`src/rtl/if_stage.sv`:
```
// Instruction-fetch stage: PC register, BOOT/RUN sequencing and the IF/ID pipeline register.
// Redirect outranks stall for both PC and IF/ID; flush and redirect turn IF/ID into a bubble.
module if_stage #(
    parameter logic [31:0] RESET_PC  = 32'h0000_0000,
    parameter logic [31:0] NOP_INSTR = 32'h0000_0013
) (
    input  logic        clk,
    input  logic        rst,
    input  logic        stall,
    input  logic        flush,
    input  logic        redirect,
    input  logic [31:0] redirect_pc,
    output logic [31:0] imem_addr,
    input  logic [31:0] imem_rdata,
    output logic [31:0] if_id_pc,
    output logic [31:0] if_id_pc4,
    output logic [31:0] if_id_instr,
    output logic        if_id_valid,
    output logic        misalign_err,
    output logic [31:0] fetch_count
);

    localparam int unsigned XLEN = 32;

    typedef enum logic {
        BOOT = 1'b0,
        RUN  = 1'b1
    } state_e;

    state_e            state_q, state_d;
    logic [XLEN-1:0]   pc_q, pc_d;
    logic [XLEN-1:0]   if_id_pc_q, if_id_pc_d;
    logic [XLEN-1:0]   if_id_pc4_q, if_id_pc4_d;
    logic [XLEN-1:0]   if_id_instr_q, if_id_instr_d;
    logic              if_id_valid_q, if_id_valid_d;
    logic              misalign_q, misalign_d;
    logic [XLEN-1:0]   fetch_count_q, fetch_count_d;

    // State register
    always_ff @(posedge clk) begin
        if (!rst) begin
            state_q <= BOOT;
        end else begin
            state_q <= state_d;
        end
    end

    // Next state: BOOT lasts exactly one cycle
    always_comb begin
        state_d = state_q;
        if (state_q == BOOT) begin
            state_d = RUN;
        end
    end

    // Datapath next values; IF/ID always captures the current PC except on hold
    always_comb begin
        pc_d          = pc_q;
        if_id_pc_d    = if_id_pc_q;
        if_id_instr_d = if_id_instr_q;
        if_id_valid_d = if_id_valid_q;
        misalign_d    = 1'b0;
        fetch_count_d = fetch_count_q;

        if (state_q == BOOT) begin
            pc_d          = RESET_PC;
            if_id_pc_d    = pc_q;
            if_id_instr_d = NOP_INSTR;
            if_id_valid_d = 1'b0;
        end else begin
            if (redirect) begin
                pc_d       = {redirect_pc[XLEN-1:2], 2'b00};
                misalign_d = (redirect_pc[1:0] != 2'b00);
            end else if (!stall) begin
                pc_d = pc_q + XLEN'(4);
            end

            if (flush || redirect) begin
                if_id_pc_d    = pc_q;
                if_id_instr_d = NOP_INSTR;
                if_id_valid_d = 1'b0;
            end else if (!stall) begin
                if_id_pc_d    = pc_q;
                if_id_instr_d = imem_rdata;
                if_id_valid_d = 1'b1;
                fetch_count_d = fetch_count_q + XLEN'(1);
            end
        end

        if_id_pc4_d = if_id_pc_d + XLEN'(4);
    end

    // Datapath registers
    always_ff @(posedge clk) begin
        if (!rst) begin
            pc_q          <= RESET_PC;
            if_id_pc_q    <= RESET_PC;
            if_id_pc4_q   <= RESET_PC + XLEN'(4);
            if_id_instr_q <= NOP_INSTR;
            if_id_valid_q <= 1'b0;
            misalign_q    <= 1'b0;
            fetch_count_q <= '0;
        end else begin
            pc_q          <= pc_d;
            if_id_pc_q    <= if_id_pc_d;
            if_id_pc4_q   <= if_id_pc4_d;
            if_id_instr_q <= if_id_instr_d;
            if_id_valid_q <= if_id_valid_d;
            misalign_q    <= misalign_d;
            fetch_count_q <= fetch_count_d;
        end
    end

    assign imem_addr    = pc_q;
    assign if_id_pc     = if_id_pc_q;
    assign if_id_pc4    = if_id_pc4_q;
    assign if_id_instr  = if_id_instr_q;
    assign if_id_valid  = if_id_valid_q;
    assign misalign_err = misalign_q;
    assign fetch_count  = fetch_count_q;

endmodule

```
`config.mk`:
```
export PLATFORM = sky130hd
export DESIGN_NAME = if_stage
export DESIGN_NICKNAME = d
export VERILOG_FILES = /design/src/rtl/if_stage.sv
export SDC_FILE = /design/constraint.sdc
export NUM_CORES = 1
export LEC_CHECK = 0
export ABC_AREA = 1
export BUFFER_PORTS_ARGS = -buffer_cell sky130_fd_sc_hd__buf_2
export CAP_MARGIN = 15
export CORE_MARGIN = 10
export CORE_UTILIZATION = 35
export DETAILED_ROUTE_END_ITERATION = 7
export GPL_TIMING_DRIVEN = 0
export PLACE_DENSITY = 0.62
export SLEW_MARGIN = 30
export SYNTH_ARGS = -nofsm -noshare
export SYNTH_HDL_FRONTEND = slang
export SYNTH_SLANG_ARGS = --single-unit
```
`constraint.sdc`:
```
create_clock -name clk -period 1.95 [get_ports clk]
set_input_delay 0.39 -clock clk [delete_from_list [all_inputs] [get_ports clk]]
set_output_delay 0.39 -clock clk [all_outputs]
set_load 0.05 [all_outputs]
```
==> impl_metrics.yaml <==
routing:
  dr.pass1.iters: 6
  drt_iter0_markers: 668
  ant_nets: 0
  routed_wl_um: 29920
  drcViolationCount: 0
  routed_via_density: 4.865
  wire_per_inst_um: 16.73
  vias: 8703
yosys:
  synthMostInstantiatedCell: "nand2_1"
  synth_cell_types: 39
  synth_common_cells: "nand2_1, dfxtp_1, nor2_1"
  ys.flop_type: "dfxtp_1"
  ys_ff_latch: 157
  yosysSeqAreaShare_pct: 39.20
  synthTopCellsByArea: "dfxtp_1, nand2_1, nor2_1"
  synth_top_area_share_pct: 39.20
  synthCells: 1231
  yosysWarnings: 0
  netlist_area_sq_mm: 0.008018
  synth_area_per_cell_sq_um: 6.513
  synthArstFlopShare_pct: 0
  synth_top_area_cell: "dfxtp_1"
  synth_edf_count: 0
cells_and_area:
  drive_above_1_share_pct: 26.83
  fillers: 2423
  final_net_count: 1561
  synthToLayoutAreaGrowth_pct: 31.48
  stdcell_count: 1789
timing:
  final_max_slew_viol_count: 0
  hold_violations: 0
  setup_viol: 1
  tightest_slew_ps: 677.2
  skew_ps: 11.56
  rsz0062_at_grt: "true"
  fmax_mhz: 512.6
  slew_headroom_pct: 54.86
  fin_setup_tns_ps: -0.8020
  finalCriticalPeriod_ps: 1951
  worst_slack_ps: -0.8020
  fin_crit_sh_pct: 100.0
floorplan:
  dieHeight_um: 171.4
  die_area_sq_mm: 0.02936
  initial_core_util_pct: 35.52
  io_pins: 231
  num_rows: 55
  core_area_sq_mm: 0.02257
  die_w_um: 171.4
clock_tree:
  cts_tree: "done"
  cts.path.max_buffers: 2
  ctsHoldBuffers: 0
  h-tree-depth: 4
  clk_pin_slew_ps: 70
  cts_made_buffers: 17
  numClockSinks: 157
  insertion_delay_ps: 430
  ctsRootBufferMaster: "clkbuf_16"
setup_path:
  worst-setup-path-type: "reg -> reg"
  crit_required_ps: 2310
  end_kind: "register"
  reg2reg_depth: 11
  path_max_fanout: 4
  cp_data_arrival_time_ps: 2310
  start_kind: "register"
power:
  ir_worst_vdd_v: 0.0005695
  p_leak_nw: 4.742
  power_density_mw_per_mm2: 739.3
status:
  outcome: "finished, violations left"
  violations: "negative setup slack"
global_route:
  grt_overflow: 0
  grt_pass1_wl_um: 45520
  grt_pass1_vias: 8195
  grt_max_degree: 17
  grtUsageTotal_pct: 19.71
  antenna_found_initial: 2
flow_run:
  maxCapViolations: 0
placed_design:
  port_buffers: 224
  place_hpwl_um: 23600
  place_congestion: 0.9267
  dp.cells: 1745
min_path:
  min_path_cells: 1
  min_path_type: "in -> reg"
state kept, by name, summed over array words and instances (netlist names):
name	count
state_q	1
misalign_err	1
if_id_valid	1
if_id_instr	32
if_id_pc4	30
imem_addr	30
if_id_pc	30
fetch_count	32
power by group:
part | internal, mW | leakage (nW) | total (mW) | switching, mW
clock network | 2.14 | 0.297 | 3.59 | 1.45
registers | 3.27 | 1.28 | 3.34 | 0.0674
logic | 0.224 | 3.17 | 0.863 | 0.640
kinds of logic after synthesis:
family | count (synthesis) | share of synthesized area (%)
XOR/XNOR | 33 | 3.605
flip-flops | 157 | 39.20
buffers and inverters | 177 | 9.082
adder cells (fa/ha/maj) | 3 | 0.4682
other | 1 | 0.04677
AND/OR/NAND/NOR | 707 | 37.62
AO/OA/AOI/OAI | 153 | 9.972
critical path: stages (launching register included):
cell	delay, ps
dfxtp_2	350
inv_2	50
nor2_4	160
buf_4	160
nand3_1	70
nand2_1	130
nand3_1	250
nor2_1	200
nand3_1	150
nor2_2	170
nand3_1	90
nand2_1	100
layout by cell type, fill, tap and decap left out, drive strengths merged, types with 3 or more instances in the layout:
| cell type | n |
|---|---|
| nand2 | 420 |
| buf | 253 |
| nor2 | 160 |
| dfxtp | 157 |
| inv | 132 |
| a21oi | 83 |
| nand3 | 61 |
| o21ai | 55 |
| clkbuf | 49 |
| nor3 | 35 |
| xor2 | 28 |
| nand4 | 23 |
| a31oi | 10 |
| conb | 6 |
| xnor2 | 5 |
| clkinv | 3 |
| clkinvlp | 3 |
| bufinv | 3 |
| ha | 3 |
routing by layer:
layer / routed length (um) / global-route usage [%] / share of wire, % / up-vias
li1: - / - / - / 4405
met4: 383 / 4.310 / 1.3 / 0
met1: 13750 / 26.27 / 46 / 3985
met5: 0 / 0 / 0 / -
met3: 2109 / 4.882 / 7.0 / 26
met2: 13680 / 31.43 / 46 / 287
worst paths after layout:
check                                            startpoint                     endpoint  slack (ps)
worst min-delay path                                    rst              state_q$_DFF_P_          80
worst max-delay path                        state_q$_DFF_P_     if_id_pc4[17]$_SDFF_PN0_        -0.8
worst max register to register              state_q$_DFF_P_     if_id_pc4[17]$_SDFF_PN0_        -0.8
worst min register to register  if_id_instr[6]$_SDFFE_PP0N_  if_id_instr[6]$_SDFFE_PP0N_         460
timing repair:
item	CTS	global route
resized for setup	18	83
setup endpoints to repair	27	38
buffers inserted	4	5
gates cloned	0	1
pin swaps	3	16
through the flow:
| stage | instance area, sq um | utilization (%) | power (mW) | hold slack, ps | setup slack [ps] |
|---|---|---|---|---|---|
| 2_1_floorplan | 8046 | - | 3.956 | 417.7 | 9.691 |
| 3_3_place_gp | 9524 | 42.20 | 4.243 | 448.3 | -517.6 |
| 3_5_place_dp | 9524 | 42.20 | 4.249 | 451.7 | -492.4 |
| 4_1_cts | 10240 | 45.38 | 7.823 | 64.24 | 0.4432 |
| 5_1_grt | 10540 | 46.69 | 8.057 | 57.73 | -124.2 |
| 6_report | 10540 | 46.70 | 7.793 | 75.12 | -0.8020 |
layout make-up:
type	instances	area (sq um)	share of cell area (%)
Sequential cell	157	3168	30.05
Inverter	130	493.0	4.677
Clock buffer	21	470.5	4.463
Clock inverter	11	156.4	1.484
Antenna cell	2	5.005	0.04748
Buffer	47	250.2	2.374
Multi-Input combinational cell	902	4448	42.20
Timing Repair Buffer	234	1194	11.32
Tap cell	285	356.6	3.383
Note: power is estimated with default switching activity, not from simulation.
